File: config.mk
export PLATFORM = sky130hd
export DESIGN_NAME = instr_decode_stage
export DESIGN_NICKNAME = d
export VERILOG_FILES = /design/src/rtl/yu_decode_pkg.sv /design/src/rtl/imm_gen.sv /design/src/rtl/instr_decode_stage.sv
export SDC_FILE = /design/constraint.sdc
export NUM_CORES = 1
export LEC_CHECK = 0
export CORE_MARGIN = 2
export CORE_UTILIZATION = 57
export DETAILED_ROUTE_END_ITERATION = 12
export DONT_BUFFER_PORTS = 1
export PLACE_DENSITY = 0.75
export SYNTH_ARGS = -nofsm -noshare
export SYNTH_HDL_FRONTEND = slang
export SYNTH_HIERARCHICAL = 1
export SYNTH_SLANG_ARGS = --single-unit
File: constraint.sdc
create_clock -name clk -period 3.5 [get_ports clk]
set_clock_uncertainty 0.2 [all_clocks]
set_input_delay 0.35 -clock clk [delete_from_list [all_inputs] [get_ports clk]]
set_output_delay 0.35 -clock clk [all_outputs]
set_load 0.01 [all_outputs]
File: src/rtl/yu_decode_pkg.sv
// Shared decode definitions: base opcodes, format codes and opcode-to-format classification.
// Later pipeline stages import this so every stage agrees on the encoding tables.
package yu_decode_pkg;

  localparam logic [6:0] OPC_LOAD   = 7'b0000011;
  localparam logic [6:0] OPC_OP_IMM = 7'b0010011;
  localparam logic [6:0] OPC_JALR   = 7'b1100111;
  localparam logic [6:0] OPC_SYSTEM = 7'b1110011;
  localparam logic [6:0] OPC_STORE  = 7'b0100011;
  localparam logic [6:0] OPC_BRANCH = 7'b1100011;
  localparam logic [6:0] OPC_LUI    = 7'b0110111;
  localparam logic [6:0] OPC_AUIPC  = 7'b0010111;
  localparam logic [6:0] OPC_JAL    = 7'b1101111;
  localparam logic [6:0] OPC_OP     = 7'b0110011;

  typedef enum logic [2:0] {
    FMT_R   = 3'd0,
    FMT_I   = 3'd1,
    FMT_S   = 3'd2,
    FMT_B   = 3'd3,
    FMT_U   = 3'd4,
    FMT_J   = 3'd5,
    FMT_ILL = 3'd7
  } fmt_e;

  // Anything without the 32-bit encoding marker or with an unknown opcode is illegal.
  function automatic fmt_e fmt_of(input logic [31:0] instr);
    fmt_e f;
    f = FMT_ILL;
    if (instr[1:0] == 2'b11) begin
      case (instr[6:0])
        OPC_LOAD, OPC_OP_IMM, OPC_JALR, OPC_SYSTEM: f = FMT_I;
        OPC_STORE:                                  f = FMT_S;
        OPC_BRANCH:                                 f = FMT_B;
        OPC_LUI, OPC_AUIPC:                         f = FMT_U;
        OPC_JAL:                                    f = FMT_J;
        OPC_OP:                                     f = FMT_R;
        default:                                    f = FMT_ILL;
      endcase
    end
    return f;
  endfunction

endpackage

File: src/rtl/imm_gen.sv
// Combinational immediate generator: raw instruction to sign-extended immediate,
// format code and illegal flag.
module imm_gen
  import yu_decode_pkg::*;
#(
  parameter int XLEN = 32
) (
  input  logic [31:0]     instr,
  output logic [XLEN-1:0] imm,
  output logic [2:0]      fmt,
  output logic            illegal
);

  fmt_e        fmt_sel;
  logic [31:0] imm32;

  // Every immediate fits in 32 bits; widening to XLEN is a plain sign extension.
  always_comb begin
    fmt_sel = fmt_of(instr);
    imm32   = '0;
    case (fmt_sel)
      FMT_I:   imm32 = {{20{instr[31]}}, instr[31:20]};
      FMT_S:   imm32 = {{20{instr[31]}}, instr[31:25], instr[11:7]};
      FMT_B:   imm32 = {{19{instr[31]}}, instr[31], instr[7], instr[30:25], instr[11:8], 1'b0};
      FMT_U:   imm32 = {instr[31:12], 12'b0};
      FMT_J:   imm32 = {{11{instr[31]}}, instr[31], instr[19:12], instr[20], instr[30:21], 1'b0};
      default: imm32 = '0;
    endcase
  end

  assign imm     = XLEN'($signed(imm32));
  assign fmt     = fmt_sel;
  assign illegal = (fmt_sel == FMT_ILL);

endmodule

File: src/rtl/instr_decode_stage.sv
// Decode stage: instruction FIFO in front of a registered decoded-output bundle.
// An instruction presented in cycle n is visible on the outputs in cycle n+2.
module instr_decode_stage
  import yu_decode_pkg::*;
#(
  parameter int XLEN        = 32,
  parameter int QUEUE_DEPTH = 4
) (
  input  logic            clk,
  input  logic            rst,
  input  logic            flush,
  input  logic            in_valid,
  output logic            in_ready,
  input  logic [31:0]     in_instr,
  input  logic [XLEN-1:0] in_pc,
  output logic            out_valid,
  input  logic            out_ready,
  output logic [6:0]      out_opcode,
  output logic [2:0]      out_f3,
  output logic [6:0]      out_f7,
  output logic [4:0]      out_rs1,
  output logic [4:0]      out_rs2,
  output logic [4:0]      out_rd,
  output logic [XLEN-1:0] out_imm,
  output logic [2:0]      out_fmt,
  output logic            out_illegal,
  output logic [XLEN-1:0] out_pc
);

  localparam int PW = $clog2(QUEUE_DEPTH);
  localparam int CW = PW + 1;

  logic [31:0]     instr_mem [QUEUE_DEPTH];
  logic [XLEN-1:0] pc_mem    [QUEUE_DEPTH];

  logic [PW-1:0]   wr_ptr_reg, rd_ptr_reg;
  logic [CW-1:0]   count_reg, count_next;
  logic            in_ready_reg;
  logic            push, pop;

  logic [31:0]     head_instr;
  logic [XLEN-1:0] head_pc;
  logic [XLEN-1:0] head_imm;
  logic [2:0]      head_fmt;
  logic            head_illegal;

  logic            out_valid_reg;
  logic [31:0]     out_instr_reg;
  logic [XLEN-1:0] out_imm_reg;
  logic [2:0]      out_fmt_reg;
  logic            out_illegal_reg;
  logic [XLEN-1:0] out_pc_reg;

  // in_ready is a flop, so the fetch side never sees a path from out_ready.
  assign push = in_valid & in_ready_reg;
  assign pop  = (count_reg != '0) & (~out_valid_reg | out_ready);

  assign head_instr = instr_mem[rd_ptr_reg];
  assign head_pc    = pc_mem[rd_ptr_reg];

  imm_gen #(.XLEN(XLEN)) u_imm_gen (
    .instr   (head_instr),
    .imm     (head_imm),
    .fmt     (head_fmt),
    .illegal (head_illegal)
  );

  always_comb begin
    count_next = count_reg;
    if (flush) begin
      count_next = '0;
    end else begin
      case ({push, pop})
        2'b10:   count_next = count_reg + CW'(1);
        2'b01:   count_next = count_reg - CW'(1);
        default: count_next = count_reg;
      endcase
    end
  end

  // Storage has no reset: occupancy is tracked solely by count_reg.
  always_ff @(posedge clk) begin
    if (push && !flush) begin
      instr_mem[wr_ptr_reg] <= in_instr;
      pc_mem[wr_ptr_reg]    <= in_pc;
    end
  end

  always_ff @(posedge clk or posedge rst) begin
    if (rst) begin
      wr_ptr_reg      <= '0;
      rd_ptr_reg      <= '0;
      count_reg       <= '0;
      in_ready_reg    <= 1'b0;
      out_valid_reg   <= 1'b0;
      out_instr_reg   <= '0;
      out_imm_reg     <= '0;
      out_fmt_reg     <= '0;
      out_illegal_reg <= 1'b0;
      out_pc_reg      <= '0;
    end else begin
      count_reg    <= count_next;
      in_ready_reg <= (count_next < CW'(QUEUE_DEPTH));
      if (flush) begin
        wr_ptr_reg    <= '0;
        rd_ptr_reg    <= '0;
        out_valid_reg <= 1'b0;
      end else begin
        if (push) begin
          wr_ptr_reg <= wr_ptr_reg + PW'(1);
        end
        if (pop) begin
          rd_ptr_reg      <= rd_ptr_reg + PW'(1);
          out_valid_reg   <= 1'b1;
          out_instr_reg   <= head_instr;
          out_imm_reg     <= head_imm;
          out_fmt_reg     <= head_fmt;
          out_illegal_reg <= head_illegal;
          out_pc_reg      <= head_pc;
        end else if (out_ready) begin
          out_valid_reg <= 1'b0;
        end
      end
    end
  end

  assign in_ready    = in_ready_reg;
  assign out_valid   = out_valid_reg;
  assign out_opcode  = out_instr_reg[6:0];
  assign out_f3      = out_instr_reg[14:12];
  assign out_f7      = out_instr_reg[31:25];
  assign out_rs1     = out_instr_reg[19:15];
  assign out_rs2     = out_instr_reg[24:20];
  assign out_rd      = out_instr_reg[11:7];
  assign out_imm     = out_imm_reg;
  assign out_fmt     = out_fmt_reg;
  assign out_illegal = out_illegal_reg;
  assign out_pc      = out_pc_reg;

endmodule

Word-level counts from Yosys, hierarchy flattened
Memories as Yosys holds them, arrays and structs flattened. A register that Yosys moved wholly into a read port is not among the register bits.
Cells that the tools add are included.
Word-level totals
  flip-flop bits (word level): 77
  bits in writable memories: 256
  memories kept: 2
Memory list
  instr_mem: words 4, width 32, read ports 1, clocked after Yosys merged registers in 0, wr ports 1, RTL line instr_decode_stage.sv:33  | logic [31:0] instr_mem [QUEUE_DEPTH];
  pc_mem: words 4, width 32, read ports 1, clocked after Yosys merged registers in 1, wr ports 1, RTL line instr_decode_stage.sv:34  | logic [XLEN-1:0] pc_mem [QUEUE_DEPTH];
Operators by class
  add/sub/neg operators: 4
  $lt $le $gt $ge: 1
  equality and inequality tests: 19
  muxes and demuxes: 14
  bitwise gates (word level): 5
  reductions and logical operators: 9
Operator list (number)
  case mux 32 bit (5 select lines): 1
  equality test 7 bit (second input constant): 4
  equality test 7 x 6 -> 1 bit (second input constant): 3
  case mux 3 bit (6 select lines): 1
  equality test 7 x 5 -> 1 bit (second input constant): 2
  equality test 3 bit (second input constant): 3
  2-to-1 mux 2 bit: 4
  equality test 7 x 2 -> 1 bit (second input constant): 1
  equality test 3 x 2 -> 1 bit (second input constant): 2
  2-to-1 mux 3 bit: 2
  case mux 3 bit (2 select lines): 1
  nonzero test 3 bit: 2
  2-to-1 mux 1 bit: 5
  adder 2 x 1 -> 2 bit (second input constant): 2
  equality test 2 bit (second input constant): 2
  nonzero test 2 bit: 2
  OR reduction 4 bit: 1
  adder 3 x 1 -> 3 bit (second input constant): 1
  equality test 3 x 1 -> 1 bit (second input constant): 1
  less-than comparator 3 bit (second input constant): 1
  subtractor 3 x 1 -> 3 bit (second input constant): 1
  AND 1 bit: 2
  equality test 2 x 1 -> 1 bit (second input constant): 1
  inverter 1 bit: 2
  5 further kinds: 5

Longest topological paths before layout
  depth in word-level cells: 7
  gate-level depth with buffers: 10
  gate-level depth less buffers: 8

By module
The synthesis kept the hierarchy.
Modules (own cells, without submodules)
  instr_decode_stage: instances 1, cells each 609, area an instance 13703.1 um2
  imm_gen: instances 1, cells each 99, area an instance 660.6 um2

Worst setup path before layout
Ideal clock, no wire load.
  path kind: flip-flop to flip-flop
  start point: reg in_ready_reg (netlist: in_ready)
  end point: mem instr_mem[0][0], enable pin
  arrival time: 2.245 ns
  required time: 2.871 ns
  setup slack: 0.626 ns
  stages on the path, launching flop included: 4
  buffers on the path: 0
  clock period less this slack: 2.874 ns
  cells stage by stage: dfrtp_1 -> nand2_1 -> nor2_1 -> and2_1
On the way
  cells in the longest elaborated chain, start to end: 4
Ends and longest elaborated chain
  from (decl): RTL line instr_decode_stage.sv:38  | logic in_ready_reg;
  from (signal assigned): RTL line instr_decode_stage.sv:103  | in_ready_reg <= (count_next < CW'(QUEUE_DEPTH));
  AND 1 bit: RTL line instr_decode_stage.sv:55  | assign push = in_valid & in_ready_reg;
  logical AND 1 bit: RTL line instr_decode_stage.sv:83  | if (push && !flush) begin
  2-to-1 mux 1 bit: RTL line instr_decode_stage.sv:83
  2-to-1 mux 1 bit (not written as such): RTL line instr_decode_stage.sv:84  | instr_mem[wr_ptr_reg] <= in_instr;
  to (decl): RTL line instr_decode_stage.sv:33
No other way between the ends.

Worst setup path after layout
  start point: reg rd_ptr_reg[0]
  end point: reg out_imm_reg[21] (netlist: out_imm[21])
On the way
  cells in the longest elaborated chain, start to end: 7
  elaborated cells between the ends (all ways): 22
  classes of those cells: eq/ne: 16; mux: 3; reduce/logical: 2; memory: 1
Ends and longest elaborated chain
  from (decl): RTL line instr_decode_stage.sv:36  | logic [PW-1:0] wr_ptr_reg, rd_ptr_reg;
  from (signal assigned): RTL line instr_decode_stage.sv:113  | rd_ptr_reg <= rd_ptr_reg + PW'(1);
  memory read (4 x 32 bit) (*)
  via head_instr[6]: RTL line instr_decode_stage.sv:41  | logic [31:0] head_instr;
  equality test 7 x 2 -> 1 bit (tied with other cells): RTL line yu_decode_pkg.sv:31  | case (instr[6:0])
  OR reduction 4 bit / OR reduction 2 bit (equally long branches): RTL line yu_decode_pkg.sv:31
  case mux 3 bit (6 select lines) (*): RTL line yu_decode_pkg.sv:31
  2-to-1 mux 3 bit (*): RTL line yu_decode_pkg.sv:30  | if (instr[1:0] == 2'b11) begin
  equality test 3 bit (tied with other cells): RTL line imm_gen.sv:21  | case (fmt_sel)
  case mux 32 bit (5 select lines) (*): RTL line imm_gen.sv:21
  via head_imm[21]: RTL line instr_decode_stage.sv:43  | logic [XLEN-1:0] head_imm;
  to (signal assigned): RTL line instr_decode_stage.sv:116  | out_imm_reg <= head_imm;
  to (decl): RTL line instr_decode_stage.sv:49  | logic [XLEN-1:0] out_imm_reg;
The timed path passes the listed nets; every way through them passes the cells marked *.
A chain may end at the register's enable or synchronous reset.

==> metrics <==
status=complete, no violations; Post-synth EDFFs=256; r2r endpoint=out_imm[21]; htree depth=2; Comb pwr share=21.8%; Vias per Instance=6.01; worst slew pin tran=0.867 ns; WL final=29.0 mm; Final WS setup=0.210 ns; P&R area growth vs syn=15.7%; sequential fraction of the synthesis area=72.5%; CTS root buffer=clkbuf_16; Yosys reg bits=365; Hold Crit Class=primary input to register; net count after synthesis=785; # rows=58; Clock Path Buffers=3; r2r setup slk=0.21 ns; CTS Sinks=365; Worst-path clk slew=0.06 ns; top cells by area, synth=edfxtp_1 (54%), dfrtp_1 (19%), mux4_2 (8.9%); DR WL/cell=25.1 um; setup bufs post-CTS=0; Final Cycle Share=94.0%; Tot GR Track Use=22.5%; Starting Density=57.5%; Synth Area per Inst=20.3 um^2; largest net degree at the start of global routing=82; post_cts resized=0; RSZ-0062 raised after global routing=no; Yosys Warn Count=6; vias in the first global route=7572; Yosys cell types=54; IO buf count=0; Post-Syn Area=14400 um^2; Int Power=9.39 mW; final net count=871; max_slew headroom=42.2%; sw power=3.80 mW; Hold EP=instr_mem[2][7]; FF+latch area=10400 um^2; count leader, synth=edfxtp_1; routed vias=6938; CTS Buf Count=37; post-synth top area share=53.5%; Antenna Nets Post-Route=0; Initial DRT Pass Iterations=5; Sw Ratio=28.8%; cts hold-fix bufs=68; achievable clock frequency=0.304 GHz; die extent in y=163 um; gp weighted congestion=0.841; share of flip-flops with an asynchronous set or reset=29.9%; Worst setup SP type=register; FF-to-FF path depth=6; biggest regs=instr_mem: 128 flops, pc_mem: 128 flops; Core Box Area=25000 um^2; Primary FF master, synth=edfxtp_1; Crit Path Category=register to register; Max Slew Vio Count=0; die area=26500 um^2; area of the multi-input gates=3630 um^2; Max-cap violations=0; I/O pin count=171; Sequential Power Share=48.5%; Critical Path Sink Type=register; setup TNS=0 ns; clock latency on the worst-skew pair=0.52 ns; Synth top cells by count=edfxtp_1 (256), dfrtp_1 (109), mux2_2 (75); hold path depth=2; maximum fanout along the worst path=19; Clock power frac=29.6%; Cell Pwr Density=794 nW/um^2; Post-Syn Instances=708; final setup fails=0; Fin. Hold Viols=0; total power=13.2 mW; Critical Path RT=3.69 ns; fillers=1623; 1st-iter DRT viols=752; Crit path arrival time=3.48 ns; Crit Reg-Reg Startpoint=rd_ptr_reg[0]; Final Critical Period=3.29 ns; Max rail drop VDD=0.575 mV; share of post-route cells with drive strength above 1=30.4%; worst slack, placed=0.267 ns; cell taking the most area after synthesis=edfxtp_1; initial antenna violation count=2; hold_sp=flush; DRC Markers=0; dpl hpwl=17.4 mm; DIE WIDTH=163 um; first-pass GRT wire length=44.6 mm; CTS tree=done; Leakage Power=5.97 nW; total grt overflow=0
## worst max-delay path, stage by stage, from the launching register on
cell,delay (ns)
dfrtp_4,0.65
mux4_2,0.74
and4b_1,0.32
a311o_1,0.35
a21oi_4,0.43
o21ai_0,0.18
mux2_2,0.29
## metrics by stage
| step | instances | hold WS (ns) | area, um^2 | utilization, % |
|---|---|---|---|---|
| floorplan | 708 | 0.249 | 14400 | - |
| detailed placement | 1017 | 0.216 | 14700 | 58.9 |
| global placement | 1017 | 0.217 | 14700 | 58.9 |
| CTS | 1153 | 0.159 | 16600 | 66.5 |
| global route | 1154 | 0.171 | 16600 | 66.6 |
| finish | 1154 | 0.173 | 16600 | 66.6 |
## how the worst max path moves through the flow
stage | start | end | slack [ns]
after floorplan | rst | count_reg[0] | 0.08
after global placement | rd_ptr_reg[0] | out_imm[28] | 0.44
after detailed placement | rd_ptr_reg[0] | out_imm[21] | 0.27
after CTS | rd_ptr_reg[0] | out_imm[21] | 0.23
after global routing | rd_ptr_reg[0] | out_imm[23] | 0.06
final | rd_ptr_reg[0] | out_imm[21] | 0.21
## placed cells by master (no fill, tap or decap), drive strengths merged, types with 3 or more instances in the layout
cell type    Yosys  layout
buf             30      17
o21ai           15      15
a21oi           13      13
bufinv           0       3
dfrtp          109     109
nor2             8       8
and2             7       7
nor2b           10      10
nor3             4       4
clkbuf           8      53
edfxtp         256     256
nand2           18      18
inv              9      10
mux2           102     102
clkinv           0      11
mux4            64      64
a22o             4       4
and3             3       3
dlygate4sd3      0      68
a21o             9       9
ha               8       8
## cell families (layout without fill, tap and decap cells)
logic type / count (synthesis) / after routing / synth area share (%)
flops: 365 / 365 / 72.5
simple gates: 66 / 66 / 2.74
buf+inv: 47 / 162 / 2.33
xor+xnor: 3 / 3 / 0.183
other cells: 0 / 1 / 0
mux: 167 / 167 / 19.0
compound gates: 52 / 52 / 2.55
fa+ha+maj: 8 / 8 / 0.697
## per-layer routing
metal | up-vias | track usage, % | wire (um)
met3 | 49 | 7.26 | 2730
met1 | 3627 | 28.8 | 11100
met4 | 2 | 5.79 | 539
li1 | 2969 | - | -
met2 | 291 | 37.5 | 14600
met5 | - | 0 | 13
## power groups by stage
stage	combinational, mW	sequential [mW]	clock (mW)
after floorplan	2.38	6.19	0
after global placement	2.64	6.44	0
after detailed placement	2.77	6.49	0
after CTS	2.90	6.42	3.98
after global routing	3.10	6.51	4.16
final	2.88	6.40	3.91
## area by class of cell
| type | instances | share of cell area [%] |
|---|---|---|
| clock buffer | 53 | 6.43 |
| multi-input combinational | 296 | 21.9 |
| tap | 330 | 2.48 |
| sequential | 365 | 62.7 |
| inverter | 9 | 0.218 |
| antenna | 1 | 0.0151 |
| timing repair buffer | 85 | 5.32 |
| clock inverter | 15 | 0.934 |
(Power assumes the default switching activity.)
